==> config.mk <==
export PLATFORM = sky130hd
export DESIGN_NAME = mem_port_arbiter
export DESIGN_NICKNAME = d
export VERILOG_FILES = /design/src/rtl/mem_port_arbiter_pkg.sv /design/src/rtl/mem_port_arbiter.sv
export SDC_FILE = /design/constraint.sdc
export NUM_CORES = 1
export LEC_CHECK = 0
export CORE_ASPECT_RATIO = 0.9
export CORE_MARGIN = 1
export CORE_UTILIZATION = 44
export CTS_CLUSTER_DIAMETER = 50
export DETAILED_ROUTE_END_ITERATION = 6
export PLACE_DENSITY_LB_ADDON = 0.15
export SYNTH_ARGS = -nofsm -noshare
export SYNTH_HDL_FRONTEND = slang
export SYNTH_SLANG_ARGS = --single-unit
export TNS_END_PERCENT = 30
==> constraint.sdc <==
create_clock -name clk -period 5.63 [get_ports clk]
set_clock_uncertainty 0.2 [all_clocks]
set_input_delay 1.126 -clock clk [delete_from_list [all_inputs] [get_ports clk]]
set_output_delay 1.126 -clock clk [all_outputs]
set_load 0.02 [all_outputs]
==> src/rtl/mem_port_arbiter_pkg.sv <==
// Shared types and default widths for the unified-memory port arbiter.
package mem_port_arbiter_pkg;

  localparam int DEF_ADDR_W     = 32;
  localparam int DEF_DATA_W     = 32;
  localparam int DEF_STARVE_MAX = 4;

  typedef enum logic [1:0] {
    IDLE    = 2'd0,
    BUSY_IF = 2'd1,
    BUSY_DM = 2'd2
  } arb_state_t;

endpackage

==> src/rtl/mem_port_arbiter.sv <==
// Arbitrates instruction fetch and data access onto one single-ported memory,
// returning one-cycle acks, held read data and pipeline stall requests.
module mem_port_arbiter
  import mem_port_arbiter_pkg::*;
#(
  parameter int ADDR_W     = DEF_ADDR_W,
  parameter int DATA_W     = DEF_DATA_W,
  parameter int STARVE_MAX = DEF_STARVE_MAX
) (
  input  logic                clk,
  input  logic                rst_n,
  input  logic                if_req,
  input  logic [ADDR_W-1:0]   if_addr,
  input  logic                if_kill,
  output logic                if_ack,
  output logic [DATA_W-1:0]   if_rdata,
  input  logic                dm_req,
  input  logic                dm_we,
  input  logic [ADDR_W-1:0]   dm_addr,
  input  logic [DATA_W-1:0]   dm_wdata,
  input  logic [DATA_W/8-1:0] dm_be,
  output logic                dm_ack,
  output logic [DATA_W-1:0]   dm_rdata,
  output logic                stall_if,
  output logic                stall_dm,
  output logic                mem_req,
  output logic                mem_we,
  output logic [ADDR_W-1:0]   mem_addr,
  output logic [DATA_W-1:0]   mem_wdata,
  output logic [DATA_W/8-1:0] mem_be,
  input  logic                mem_ready,
  input  logic [DATA_W-1:0]   mem_rdata
);

  localparam int BE_W  = DATA_W / 8;
  localparam int CNT_W = $clog2(STARVE_MAX + 1);

  // Widths follow the module parameters, so the transaction record lives here.
  typedef struct packed {
    logic              we;
    logic [ADDR_W-1:0] addr;
    logic [DATA_W-1:0] wdata;
    logic [BE_W-1:0]   be;
  } mem_txn_t;

  // Handshakes: requesters hold req high until their one-cycle ack (or a
  // fetch kill); the memory completes in any cycle where mem_req and
  // mem_ready are both high, and mem_* stay frozen until then.

  arb_state_t       state_q, state_d;
  mem_txn_t         txn_q, txn_d;
  logic             mem_req_q;
  logic             if_ack_q, dm_ack_q;
  logic [DATA_W-1:0] if_rdata_q, dm_rdata_q;
  logic             drop_q;
  logic [CNT_W-1:0] starve_q;

  logic if_elig, dm_elig, starved;
  logic grant_if, grant_dm, done_if, done_dm;

  // A requester still showing req during its own ack cycle is not re-granted.
  assign if_elig = if_req & ~if_ack_q & ~if_kill;
  assign dm_elig = dm_req & ~dm_ack_q;
  assign starved = (starve_q == CNT_W'(STARVE_MAX));

  always_comb begin
    state_d  = state_q;
    txn_d    = txn_q;
    grant_if = 1'b0;
    grant_dm = 1'b0;
    done_if  = 1'b0;
    done_dm  = 1'b0;
    case (state_q)
      IDLE: begin
        if (if_elig && (!dm_elig || starved)) begin
          grant_if = 1'b1;
          state_d  = BUSY_IF;
          txn_d    = '{we: 1'b0, addr: if_addr, wdata: '0, be: '0};
        end else if (dm_elig) begin
          grant_dm = 1'b1;
          state_d  = BUSY_DM;
          txn_d    = '{we: dm_we, addr: dm_addr, wdata: dm_wdata, be: dm_be};
        end
      end
      BUSY_IF: begin
        if (mem_ready) begin
          done_if = 1'b1;
          state_d = IDLE;
        end
      end
      BUSY_DM: begin
        if (mem_ready) begin
          done_dm = 1'b1;
          state_d = IDLE;
        end
      end
      default: state_d = IDLE;
    endcase
  end

  always_ff @(posedge clk or negedge rst_n) begin
    if (!rst_n) begin
      state_q    <= IDLE;
      txn_q      <= '0;
      mem_req_q  <= 1'b0;
      if_ack_q   <= 1'b0;
      dm_ack_q   <= 1'b0;
      if_rdata_q <= '0;
      dm_rdata_q <= '0;
      drop_q     <= 1'b0;
    end else begin
      state_q  <= state_d;
      txn_q    <= txn_d;
      if_ack_q <= done_if & ~drop_q & ~if_kill;
      dm_ack_q <= done_dm;
      if (grant_if || grant_dm) begin
        mem_req_q <= 1'b1;
      end else if (done_if || done_dm) begin
        mem_req_q <= 1'b0;
      end
      // A killed fetch still completes on the bus but leaves no trace upstream.
      if (done_if && !drop_q && !if_kill) begin
        if_rdata_q <= mem_rdata;
      end
      if (done_dm) begin
        dm_rdata_q <= mem_rdata;
      end
      if (done_if) begin
        drop_q <= 1'b0;
      end else if (state_q == BUSY_IF && if_kill) begin
        drop_q <= 1'b1;
      end
    end
  end

  always_ff @(posedge clk or negedge rst_n) begin
    if (!rst_n) begin
      starve_q <= '0;
    end else if (!if_req || grant_if) begin
      starve_q <= '0;
    end else if (grant_dm && if_elig && !starved) begin
      starve_q <= starve_q + 1'b1;
    end
  end

  assign mem_req   = mem_req_q;
  assign mem_we    = txn_q.we;
  assign mem_addr  = txn_q.addr;
  assign mem_wdata = txn_q.wdata;
  assign mem_be    = txn_q.be;
  assign if_ack    = if_ack_q;
  assign dm_ack    = dm_ack_q;
  assign if_rdata  = if_rdata_q;
  assign dm_rdata  = dm_rdata_q;
  assign stall_if  = if_req & ~if_ack_q;
  assign stall_dm  = dm_req & ~dm_ack_q;

endmodule

==> summary.md <==
| Metric | Value |
|---|---|
| Status | completed |
| Clk pin slew, worst setup/hold paths | 0.06 ns |
| DR WL/cell | 17.8 µm |
| Syn Area/Cell | 13.8 µm² |
| Skew-Pair Late Insertion Delay | 0.41 ns |
| Pin count of the biggest net entering global routing | 107 |
| Register area share after synthesis | 63.2% |
| Setup TNS | 0 ns |
| GRT overflow | 0 |
| R2r endpoint | mem_addr[15] |
| Initial antenna violation count | 0 |
| Die Y | 109 µm |
| Top cells by area, synth | dfrtp_1 (63%), mux2_2 (13%), a22o_1 (5.8%) |
| Fin crit period | 3.88 ns |
| Hpwl dp | 10600 µm |
| Routed WL | 15200 µm |
| Initial core utilization | 45.8% |
| Synth unique cells | 29 |
| YS warnings | 0 |
| Synth top area share | 63.2% |
| Maximum clock rate | 258 MHz |
| Area leader, netlist | dfrtp_1 |
| 1st-iter DRT viols | 238 |
| Final Hold Violating Endpoints | 0 |
| Finished Layout Cells | 854 |
| Area growth, synth to finish | 62.8% |
| Final ANT Viol Nets | 0 |
| Relative slew slack | 28.9% |
| Clock tree root buffer cell | clkbuf_16 |
| DP Worst Slack | 1.74 ns |
| Placed Cells | 823 |
| Critical path startpoint category | input pin |
| Commonest non-fill, non-tap cell in the layout | clkdlybuf4s50_1 |
| Pwr/cell area | 595 nW/µm² |
| Vias in the first global route | 4514 |
| Post-layout instance area | 9160 µm² |
| Core Box Area | 12300 µm² |
| Synthesized netlist cell count | 407 |
| Layout cells sized above 1 | 15.1% |
| PortBufs | 276 |
| Post-Syn Area | 5620 µm² |
| Maximum fanout along the worst path | 5 |
| RSZ-0062 raised after global routing | false |
| Arrival @ worst endpoint | 2.56 ns |
| Crit path launch | dm_req |
| Crit path capture type | primary output |
| Die area | 13200 µm² |
| Worst vdd ir | 346 µV |
| Max Buffers Root-to-Sink | 2 |
| R2R Setup Slk | 3.05 ns |
| Final core occ | 74.6% |
| #FFs+latches synth | 142 |
| DP Area | 8520 µm² |
| CTS buffer count | 17 |
| Via Count | 4206 |
| Commonest cells after routing, fill and taps aside | clkdlybuf4s50_1 (275), dfrtp_1 (142), mux2_2 (64), nand2_1 (38), a22o_1 (37) |
| Post-synth EDFFs | 0 |
| Tcrit/Tclk final | 69.0% |
| Worst Path Required | 4.30 ns |
| Worst r2r path cells | 4 |
| N_diodes | 0 |
| CP endpoint | stall_dm |
| Worst reg2reg path startpoint | if_ack |
| Pins over their slew limit | 0 |
| Max Cap Viol | 0 |
| Row count | 38 |
| Final nets | 826 |
| Post-CTS setup buffer count | 0 |
| First-pass GRT wire length | 23000 µm |
| Worst Setup Slack, final | 1.75 ns |
| CTS resizes | 0 |
| Final routed DRC violation total | 0 |
| Routed vias/inst | 4.93 |
| Top FF cell, synth | dfrtp_1 |
| DRT Pass-1 Iters | 4 |
| Asr flop ratio synth | 100% |
| Cts hold-fix bufs | 0 |
| Routability congestion estimate | 0.794 |
| P_leak | 3.93 nW |
| Die X | 121 µm |
| Crit Path Class | in2out |
| I/O pins | 277 |
| Slew at the pin closest to its max-slew limit | 1.07 ns |
| CTS tree | built |
| Syn Nets | 551 |
| H-tree levels | 4 |
| Clock Sinks | 142 |
| Gr usage total | 23.4% |
| Final setup viols | 0 |
| Hold Crit Class | reg2reg |
## cells in the mapped netlist, drive strengths merged, types with 2 or more instances
master  number
dfrtp      142
mux2        64
nand2       38
a22o        37
o21ai       33
mux2i       32
buf         16
clkbuf       9
inv          7
ha           5
nand3        4
nand3b       3
a21oi        2
nand2b       2
nor2b        2
nor3         2
## critical path, stage by stage
cell and delay (ns):
clkdlybuf4s50_1 0.46, nand2b_1 0.16, inv_1 0.18, clkdlybuf4s50_1 0.63
## area by class of cell
type,instances,area (µm²)
Sequential cell,142,3550
Multi-Input combinational cell,233,1940
Clock buffer,19,443
Inverter,7,26.3
Clock inverter,12,193
Fill cell,803,3110
Timing Repair Buffer,281,2800
Tap cell,160,200
## worst min-delay path by stage
stage                            from          end  slack [ns]  depth (start not counted)
final                     mem_addr[2]  mem_addr[2]        0.28                          2
after global routing      mem_addr[9]  mem_addr[9]        0.31                          2
after CTS                 mem_addr[2]  mem_addr[2]        0.28                          2
after detailed placement  mem_addr[2]  mem_addr[2]        0.27                          2
after global placement    mem_addr[0]  mem_addr[0]        0.26                          2
after floorplan            state_q[1]   state_q[1]        0.26                          2
## report_power, final
part	switching, mW	internal [mW]	leakage (nW)
clock network	0.415	0.791	0.305
registers	0.252	1.49	1.77
logic	1.23	1.26	1.86
## cells by family (layout without fill, tap and decap cells)
family / count (synthesis) / count (layout) / share of synthesized area, %
adders and majority gates: 5 / 5 / 1.11
muxes: 96 / 96 / 18.5
AOI/OAI and AO/OA: 78 / 78 / 9.77
DFF: 142 / 142 / 63.2
and+or+nand+nor: 54 / 54 / 4.54
buffers and inverters: 32 / 319 / 2.87
## flip-flops by register name, indices dropped and copies added, names as in the netlist
signal,flops
if_ack,1
starve_q,3
drop_q,1
mem_wdata,32
dm_rdata,32
if_rdata,32
mem_req,1
mem_be,4
state_q,2
mem_addr,32
dm_ack,1
mem_we,1
## layer usage
metal  routed length [µm]  track usage (%)  share of wire (%)
met1                 5860             26.1                 39
met5                    0                0                  0
met3                 1330             10.5                8.8
met4                  147             7.85               0.97
met2                 7850             39.8                 52
## metrics by stage
stage	power (mW)	hold slack, ns
after detailed placement	4.26	0.269
after floorplan	3.02	0.262
after global placement	4.20	0.261
after global routing	5.72	0.310
final	5.44	0.281
after CTS	5.50	0.282
Note: power is estimated with default switching activity, not from simulation.
